### src/rtl/skinny_pkg.sv
// Shared definitions for the SKINNY-128-384 round controller:
// FSM encoding, round-constant width, default round count and the
// 6-bit round-constant LFSR step.
package skinny_pkg;

  localparam int SKINNY_RC_W = 6;
  localparam int ROUNDS      = 40;

  typedef enum logic [1:0] {
    IDLE = 2'd0,
    RUN  = 2'd1,
    DONE = 2'd2
  } fsm_t;

  // One step of the round-constant LFSR; starting from 0 the first value is 6'h01.
  function automatic logic [SKINNY_RC_W-1:0] lfsr_step(input logic [SKINNY_RC_W-1:0] rc);
    return {rc[4:0], rc[5] ^ rc[4] ^ 1'b1};
  endfunction

endpackage

### src/rtl/skinny_rnd.sv
// Combinational SKINNY-128-384 round datapath: applies numrnd rounds
// (SubCells, AddConstants, AddRoundTweakey, ShiftRows, MixColumns) and the
// matching tweakey schedule. Cell 0 is the most significant byte.
// With fullcnt=0 the TK1 register holds only the upper eight cells; the lower
// half of TK1 is zero and returns to zero after every pair of rounds, so an
// even numrnd keeps the half counter exact.
module skinny_rnd
  import skinny_pkg::*;
#(
  parameter int numrnd  = 2,
  parameter int fullcnt = 1
) (
  input  logic [127:0]                   state,
  input  logic [127:0]                   key,
  input  logic [127:0]                   tweak,
  input  logic [63+64*fullcnt:0]         cnt,
  input  logic [SKINNY_RC_W*numrnd-1:0]  rc,
  output logic [127:0]                   nextstate,
  output logic [127:0]                   nextkey,
  output logic [127:0]                   nexttweak,
  output logic [63+64*fullcnt:0]         nextcnt
);

  localparam int CW = 64 + 64 * fullcnt;
  localparam int PT [16] = '{9, 15, 8, 13, 10, 14, 12, 11, 0, 1, 2, 3, 4, 5, 6, 7};

  function automatic logic [7:0] sbox(input logic [7:0] a);
    logic [7:0] x;
    x = a;
    for (int k = 0; k < 4; k++) begin
      x[0] = x[0] ^ ~(x[3] | x[2]);
      x[4] = x[4] ^ ~(x[7] | x[6]);
      if (k < 3) x = {x[2], x[1], x[7], x[6], x[4], x[0], x[3], x[5]};
    end
    return {x[7:3], x[1], x[2], x[0]};
  endfunction

  function automatic logic [127:0] round_fn(input logic [127:0] s, input logic [63:0] rtk,
                                            input logic [5:0] c);
    logic [127:0] a, b, m;
    for (int i = 0; i < 16; i++) a[127-8*i -: 8] = sbox(s[127-8*i -: 8]);
    a[123:120] = a[123:120] ^ c[3:0];
    a[89:88]   = a[89:88] ^ c[5:4];
    a[57]      = ~a[57];
    a[127:64]  = a[127:64] ^ rtk;
    // Row r rotates right by r cells.
    b[127:96] = a[127:96];
    b[95:64]  = {a[71:64], a[95:72]};
    b[63:32]  = {a[47:32], a[63:48]};
    b[31:0]   = {a[23:0], a[31:24]};
    m[127:96] = b[127:96] ^ b[63:32] ^ b[31:0];
    m[95:64]  = b[127:96];
    m[63:32]  = b[95:64] ^ b[63:32];
    m[31:0]   = b[127:96] ^ b[63:32];
    return m;
  endfunction

  function automatic logic [127:0] tk_perm(input logic [127:0] t);
    logic [127:0] o;
    for (int i = 0; i < 16; i++) o[127-8*i -: 8] = t[127-8*PT[i] -: 8];
    return o;
  endfunction

  function automatic logic [127:0] tk2_upd(input logic [127:0] t);
    logic [127:0] o;
    logic [7:0]   x;
    o = tk_perm(t);
    for (int i = 0; i < 8; i++) begin
      x = o[127-8*i -: 8];
      o[127-8*i -: 8] = {x[6:0], x[7] ^ x[5]};
    end
    return o;
  endfunction

  function automatic logic [127:0] tk3_upd(input logic [127:0] t);
    logic [127:0] o;
    logic [7:0]   x;
    o = tk_perm(t);
    for (int i = 0; i < 8; i++) begin
      x = o[127-8*i -: 8];
      o[127-8*i -: 8] = {x[0] ^ x[6], x[7:1]};
    end
    return o;
  endfunction

  // Chain numrnd rounds together with the tweakey schedule.
  always_comb begin
    logic [127:0] s, t1, t2, t3;
    s  = state;
    t1 = 128'(cnt) << (128 - CW);
    t2 = tweak;
    t3 = key;
    for (int r = 0; r < numrnd; r++) begin
      s  = round_fn(s, t1[127:64] ^ t2[127:64] ^ t3[127:64], rc[SKINNY_RC_W*r +: SKINNY_RC_W]);
      t1 = tk_perm(t1);
      t2 = tk2_upd(t2);
      t3 = tk3_upd(t3);
    end
    nextstate = s;
    nextkey   = t3;
    nexttweak = t2;
    nextcnt   = t1[127 -: CW];
  end

endmodule

### src/rtl/skinny_rnd_ctrl.sv
// Iterative SKINNY-128-384 encryption controller: holds state/TK3/TK2/TK1
// registers, runs NUMRND rounds per clock through skinny_rnd, generates the
// round constants and hands one ciphertext at a time out over valid/ready.
// Optional build macro SKINNY_CTRL_ZEROIZE_EN: clears the block registers on
// the output handshake and blanks state_out while no result is offered.
module skinny_rnd_ctrl #(
  parameter int NUMRND  = 2,
  parameter int FULLCNT = 1,
  parameter int ROUNDS  = skinny_pkg::ROUNDS
) (
  input  logic                    clk,
  input  logic                    rst,
  input  logic                    in_valid,
  output logic                    in_ready,
  input  logic [127:0]            state_in,
  input  logic [127:0]            key_in,
  input  logic [127:0]            tweak_in,
  input  logic [63+64*FULLCNT:0]  cnt_in,
  output logic                    out_valid,
  input  logic                    out_ready,
  output logic [127:0]            state_out,
  output logic                    busy,
  output logic [6*NUMRND-1:0]     rnd_const_o
);

  import skinny_pkg::*;

  localparam int CW = 64 + 64 * FULLCNT;

  fsm_t                           fsm, fsm_nxt;
  logic [127:0]                   state_reg, key_reg, tweak_reg;
  logic [CW-1:0]                  cnt_reg;
  logic [SKINNY_RC_W-1:0]         rc_reg;
  logic [5:0]                     rcnt;
  logic [SKINNY_RC_W*NUMRND-1:0]  lanes;
  logic [127:0]                   nextstate, nextkey, nexttweak;
  logic [CW-1:0]                  nextcnt;
  logic                           accept, last_step;

  assign accept    = (fsm == IDLE) && in_valid;
  assign last_step = (rcnt + 6'(NUMRND)) == 6'(ROUNDS);

  // Unroll the constant LFSR: lane i is rc_reg advanced i+1 steps.
  always_comb begin
    logic [SKINNY_RC_W-1:0] r;
    r     = rc_reg;
    lanes = '0;
    for (int i = 0; i < NUMRND; i++) begin
      r = lfsr_step(r);
      lanes[SKINNY_RC_W*i +: SKINNY_RC_W] = r;
    end
  end

  // FSM state register.
  always_ff @(posedge clk or posedge rst) begin
    if (rst) fsm <= IDLE;
    else     fsm <= fsm_nxt;
  end

  // FSM next-state: accept in IDLE, count rounds in RUN, wait for the consumer in DONE.
  always_comb begin
    fsm_nxt = fsm;
    unique case (fsm)
      IDLE:    if (in_valid)  fsm_nxt = RUN;
      RUN:     if (last_step) fsm_nxt = DONE;
      DONE:    if (out_ready) fsm_nxt = IDLE;
      default: fsm_nxt = IDLE;
    endcase
  end

  // FSM output decode.
  always_comb begin
    in_ready    = (fsm == IDLE);
    busy        = (fsm == RUN);
    out_valid   = (fsm == DONE);
    rnd_const_o = (fsm == RUN) ? lanes : '0;
  end

`ifdef SKINNY_CTRL_ZEROIZE_EN
  assign state_out = (fsm == DONE) ? state_reg : '0;
`else
  assign state_out = state_reg;
`endif

  // Block registers: load on accept, step through the datapath while running.
  always_ff @(posedge clk or posedge rst) begin
    if (rst) begin
      state_reg <= '0;
      key_reg   <= '0;
      tweak_reg <= '0;
      cnt_reg   <= '0;
    end else if (accept) begin
      state_reg <= state_in;
      key_reg   <= key_in;
      tweak_reg <= tweak_in;
      cnt_reg   <= cnt_in;
    end else if (fsm == RUN) begin
      state_reg <= nextstate;
      key_reg   <= nextkey;
      tweak_reg <= nexttweak;
      cnt_reg   <= nextcnt;
`ifdef SKINNY_CTRL_ZEROIZE_EN
    end else if ((fsm == DONE) && out_ready) begin
      state_reg <= '0;
      key_reg   <= '0;
      tweak_reg <= '0;
      cnt_reg   <= '0;
`endif
    end
  end

  // Round constant and round counter: cleared on accept, advanced NUMRND per RUN cycle.
  always_ff @(posedge clk or posedge rst) begin
    if (rst) begin
      rc_reg <= '0;
      rcnt   <= '0;
    end else if (accept) begin
      rc_reg <= '0;
      rcnt   <= '0;
    end else if (fsm == RUN) begin
      rc_reg <= lanes[SKINNY_RC_W*NUMRND-1 -: SKINNY_RC_W];
      rcnt   <= rcnt + 6'(NUMRND);
    end
  end

  skinny_rnd #(
    .numrnd  (NUMRND),
    .fullcnt (FULLCNT)
  ) u_rnd (
    .state     (state_reg),
    .key       (key_reg),
    .tweak     (tweak_reg),
    .cnt       (cnt_reg),
    .rc        (rnd_const_o),
    .nextstate (nextstate),
    .nextkey   (nextkey),
    .nexttweak (nexttweak),
    .nextcnt   (nextcnt)
  );

endmodule

### config.mk
export PLATFORM = sky130hd
export DESIGN_NAME = skinny_rnd_ctrl
export DESIGN_NICKNAME = d
export VERILOG_FILES = /design/src/rtl/skinny_pkg.sv /design/src/rtl/skinny_rnd.sv /design/src/rtl/skinny_rnd_ctrl.sv
export SDC_FILE = /design/constraint.sdc
export NUM_CORES = 2
export LEC_CHECK = 0
export CORE_MARGIN = 5
export CORE_UTILIZATION = 42
export CTS_BUF_LIST = sky130_fd_sc_hd__clkbuf_4 sky130_fd_sc_hd__clkbuf_8 sky130_fd_sc_hd__clkbuf_16
export DETAILED_ROUTE_END_ITERATION = 16
export PLACE_DENSITY = 0.69
export SYNTH_ARGS = -nofsm -noshare
export SYNTH_HDL_FRONTEND = slang
export SYNTH_SLANG_ARGS = --single-unit
### constraint.sdc
create_clock -name clk -period 17.8 [get_ports clk]
set_input_delay 3.56 -clock clk [delete_from_list [all_inputs] [get_ports clk]]
set_output_delay 3.56 -clock clk [all_outputs]
set_load 0.02 [all_outputs]
==> results_dict.tcl <==
set metrics [dict create \
    status "finished clean" \
    cts_resized 0 \
    gp_congestion 1.02 \
    grt_start_max_net_pins 194 \
    async_reset_ff_share_pct 100 \
    ys_seq_area_share_pct 37.9 \
    grt_pass1_vias 32100 \
    synth_area_sq_um 34600 \
    grt.total_usage_pct 34.7 \
    cts_setup_buffers 0 \
    clk_latency_ns 0.66 \
    clockBufferDepth 3 \
    area_growth_pct 26.4 \
    worst_setup_path_end_kind "output port" \
    cp_cell_sequence "inv_2 > nand2_4 > inv_8 > buf_4 > nand2_1 > inv_1 > clkdlybuf4s50_1" \
    crit_family "buffers and inverters" \
    crit_path_top_delay_cell "inv_8" \
    hold_ws_ns 0.481 \
    gr-total-overflow 0 \
    slew_viol_final 0 \
    yosysTopAreaCellShare_pct 37.9 \
    place_area_sq_um 41800 \
    yosysTopAreaCell "dfrtp_1" \
    relSlewSlack_pct 19.7 \
    chipWidth_microns 297 \
    synth_edf_count 0 \
    cts_root_buf "clkbuf_16" \
    fin_worst_skew_ns 0.0421 \
    start_util_pct 42.2 \
    path_max_fanout 159 \
    synth_nets 4751 \
    postSynthAreaPerCell_sq_um 8.18 \
    clk_pin_slew_worst_paths_ns 0.06 \
    dp_hpwl_mm 128 \
    finalHoldViolCount 0 \
    drtAntennaViolNets 0 \
    cts_made_buffers 57 \
    ys_ff_latch 525 \
    critPathArrivalTime_ns 4.36 \
    portBuffers 658 \
    drt-pass1-iter-count 6 \
    viasPerCell 5.78 \
    yosysWarnings 0 \
    vias 33800 \
    rsz0062_at_grt "no" \
    synth-main-ff-cell "dfrtp_1" \
    antenna_found_initial 5 \
    cp-start-kind "flip-flop" \
    routed_wl_mm 161 \
    crit_type "flip-flop to output port" \
    boundaryPins 659 \
    synth.area.top_cells "dfrtp_1, xnor2_1, nand2_1" \
    netlist_instances 4234 \
    timing.setup.tns_ns 0 \
    setup_viol 0 \
    htreeDepth 2 \
    grt_pass1_wl_mm 228 \
    final.period_utilization_pct 44.5 \
    final_net_count 5240 \
    cts.sink_count 525 \
    die-area_sq_um 88300 \
    fin_crit_ns 7.92 \
    placementRows 105 \
    postLayoutCoreUtil_pct 53.4 \
    wire_per_inst_microns 27.5 \
    max_freq_mhz 126 \
    drc 0 \
    worst-path-buf-inv 5 \
    drtIter0Drc 4244 \
    die_h_microns 297 \
    tightest_slew_ns 1.21 \
    drive_above_1_share_pct 3.97 \
    cap_viol_max_count 0 \
    fin_area_sq_um 43800 \
    core_sq_um 82000 \
    cts.hold.buffers_added 0 \
    cts_tree "yes" \
    cpPeakStageDelay_ns 0.81 \
    required_ns 14.24 \
    min_path_type "flip-flop to flip-flop" \
    synth_cell_type_count 81 \
]
## layer usage
metal  global-route usage (%)  part of all wire [%]
met1                     47.3                    41
met2                     53.5                    44
met3                     7.29                   9.6
met4                     15.7                   5.4
met5                        0                 0.014
## synthesized netlist by cell type, drive strengths merged, types with 5 or more instances
cell,number
xor2,210
and3,21
clkbuf,205
dfrtp,525
nand2,975
nor4,14
xnor2,607
xnor3,26
and2,25
nand3b,18
or2,12
nor3,31
nand3,28
o22ai,21
a221o,6
a22oi,46
mux2i,32
or3,30
buf,49
nor2b,20
o21ai,159
a31oi,359
a21oi,94
o211ai,5
nor2,580
a21o,6
inv,23
nand4,11
a21boi,6
o21a,19
nand2b,13
## final cells by class
type                       count  area, sq um
antenna                        6         15.0
clock buffer                  87         1750
clock inverter                14          195
fill                        7715        38200
inverter                      23         97.6
multi-input combinational   3432        20400
sequential                   525        13100
tap                         1070         1340
timing repair buffer         684         6810
## cells in the final DEF (no fill, tap or decap), drive strengths merged, types with 14 or more instances in the layout
master           n
nor4            14
clkbuf          87
a22oi           46
clkdlybuf4s50  658
or3             30
o21ai          159
inv             25
o22ai           21
buf             26
mux2i           32
and3            21
nor2           580
nor3            31
o21a            19
xnor3           26
and2            25
nand2          975
a31oi          359
a21oi           94
nand3b          18
xnor2          607
dfrtp          525
nor2b           20
nand3           28
xor2           210
## path summary, 6_finish.rpt
path / from / endpoint / slack [ns] / depth (start not counted)
worst max-delay path: fsm[1] / rnd_const_o[11] / 9.88 / 7
worst min-delay path: rc_reg[1] / rc_reg[1] / 0.48 / 1
worst max register to register: fsm[1] / state_out[121] / 11.44 / 17
worst min register to register: rc_reg[1] / rc_reg[1] / 0.48 / 1
max in group asynchronous: rst / key_reg[119] / 11.19 / 5
min in group asynchronous: rst / state_out[110] / 3.45 / 2
## per-stage QoR
stage	cells	worst slack, ns
after floorplan	4234	7.11
after global placement	5734	10.16
after detailed placement	5734	10.15
after CTS	5835	9.84
after global routing	5838	9.60
final	5841	9.88
## worst reg2reg max path: cells and delay by family (launching register included)
kind | cells | cell delay (ns)
simple gates | 5 | 1.70
flops | 1 | 0.41
buf+inv | 2 | 0.93
xor+xnor | 5 | 2.23
compound gates | 5 | 0.94
## logic make-up (layout without fill, tap and decap cells)
logic type,count (synthesis),after routing,synth area share (%)
xor+xnor,847,847,23.0
buf+inv,277,808,3.14
mux,36,36,1.09
fa+ha+maj,1,1,0.0361
simple gates,1794,1794,21.4
other cells,0,6,0
flops,525,525,37.9
compound gates,754,754,13.4
Power is not shown: default switching activity piles up to over one toggle a cycle in this logic, so the estimate is an artifact.
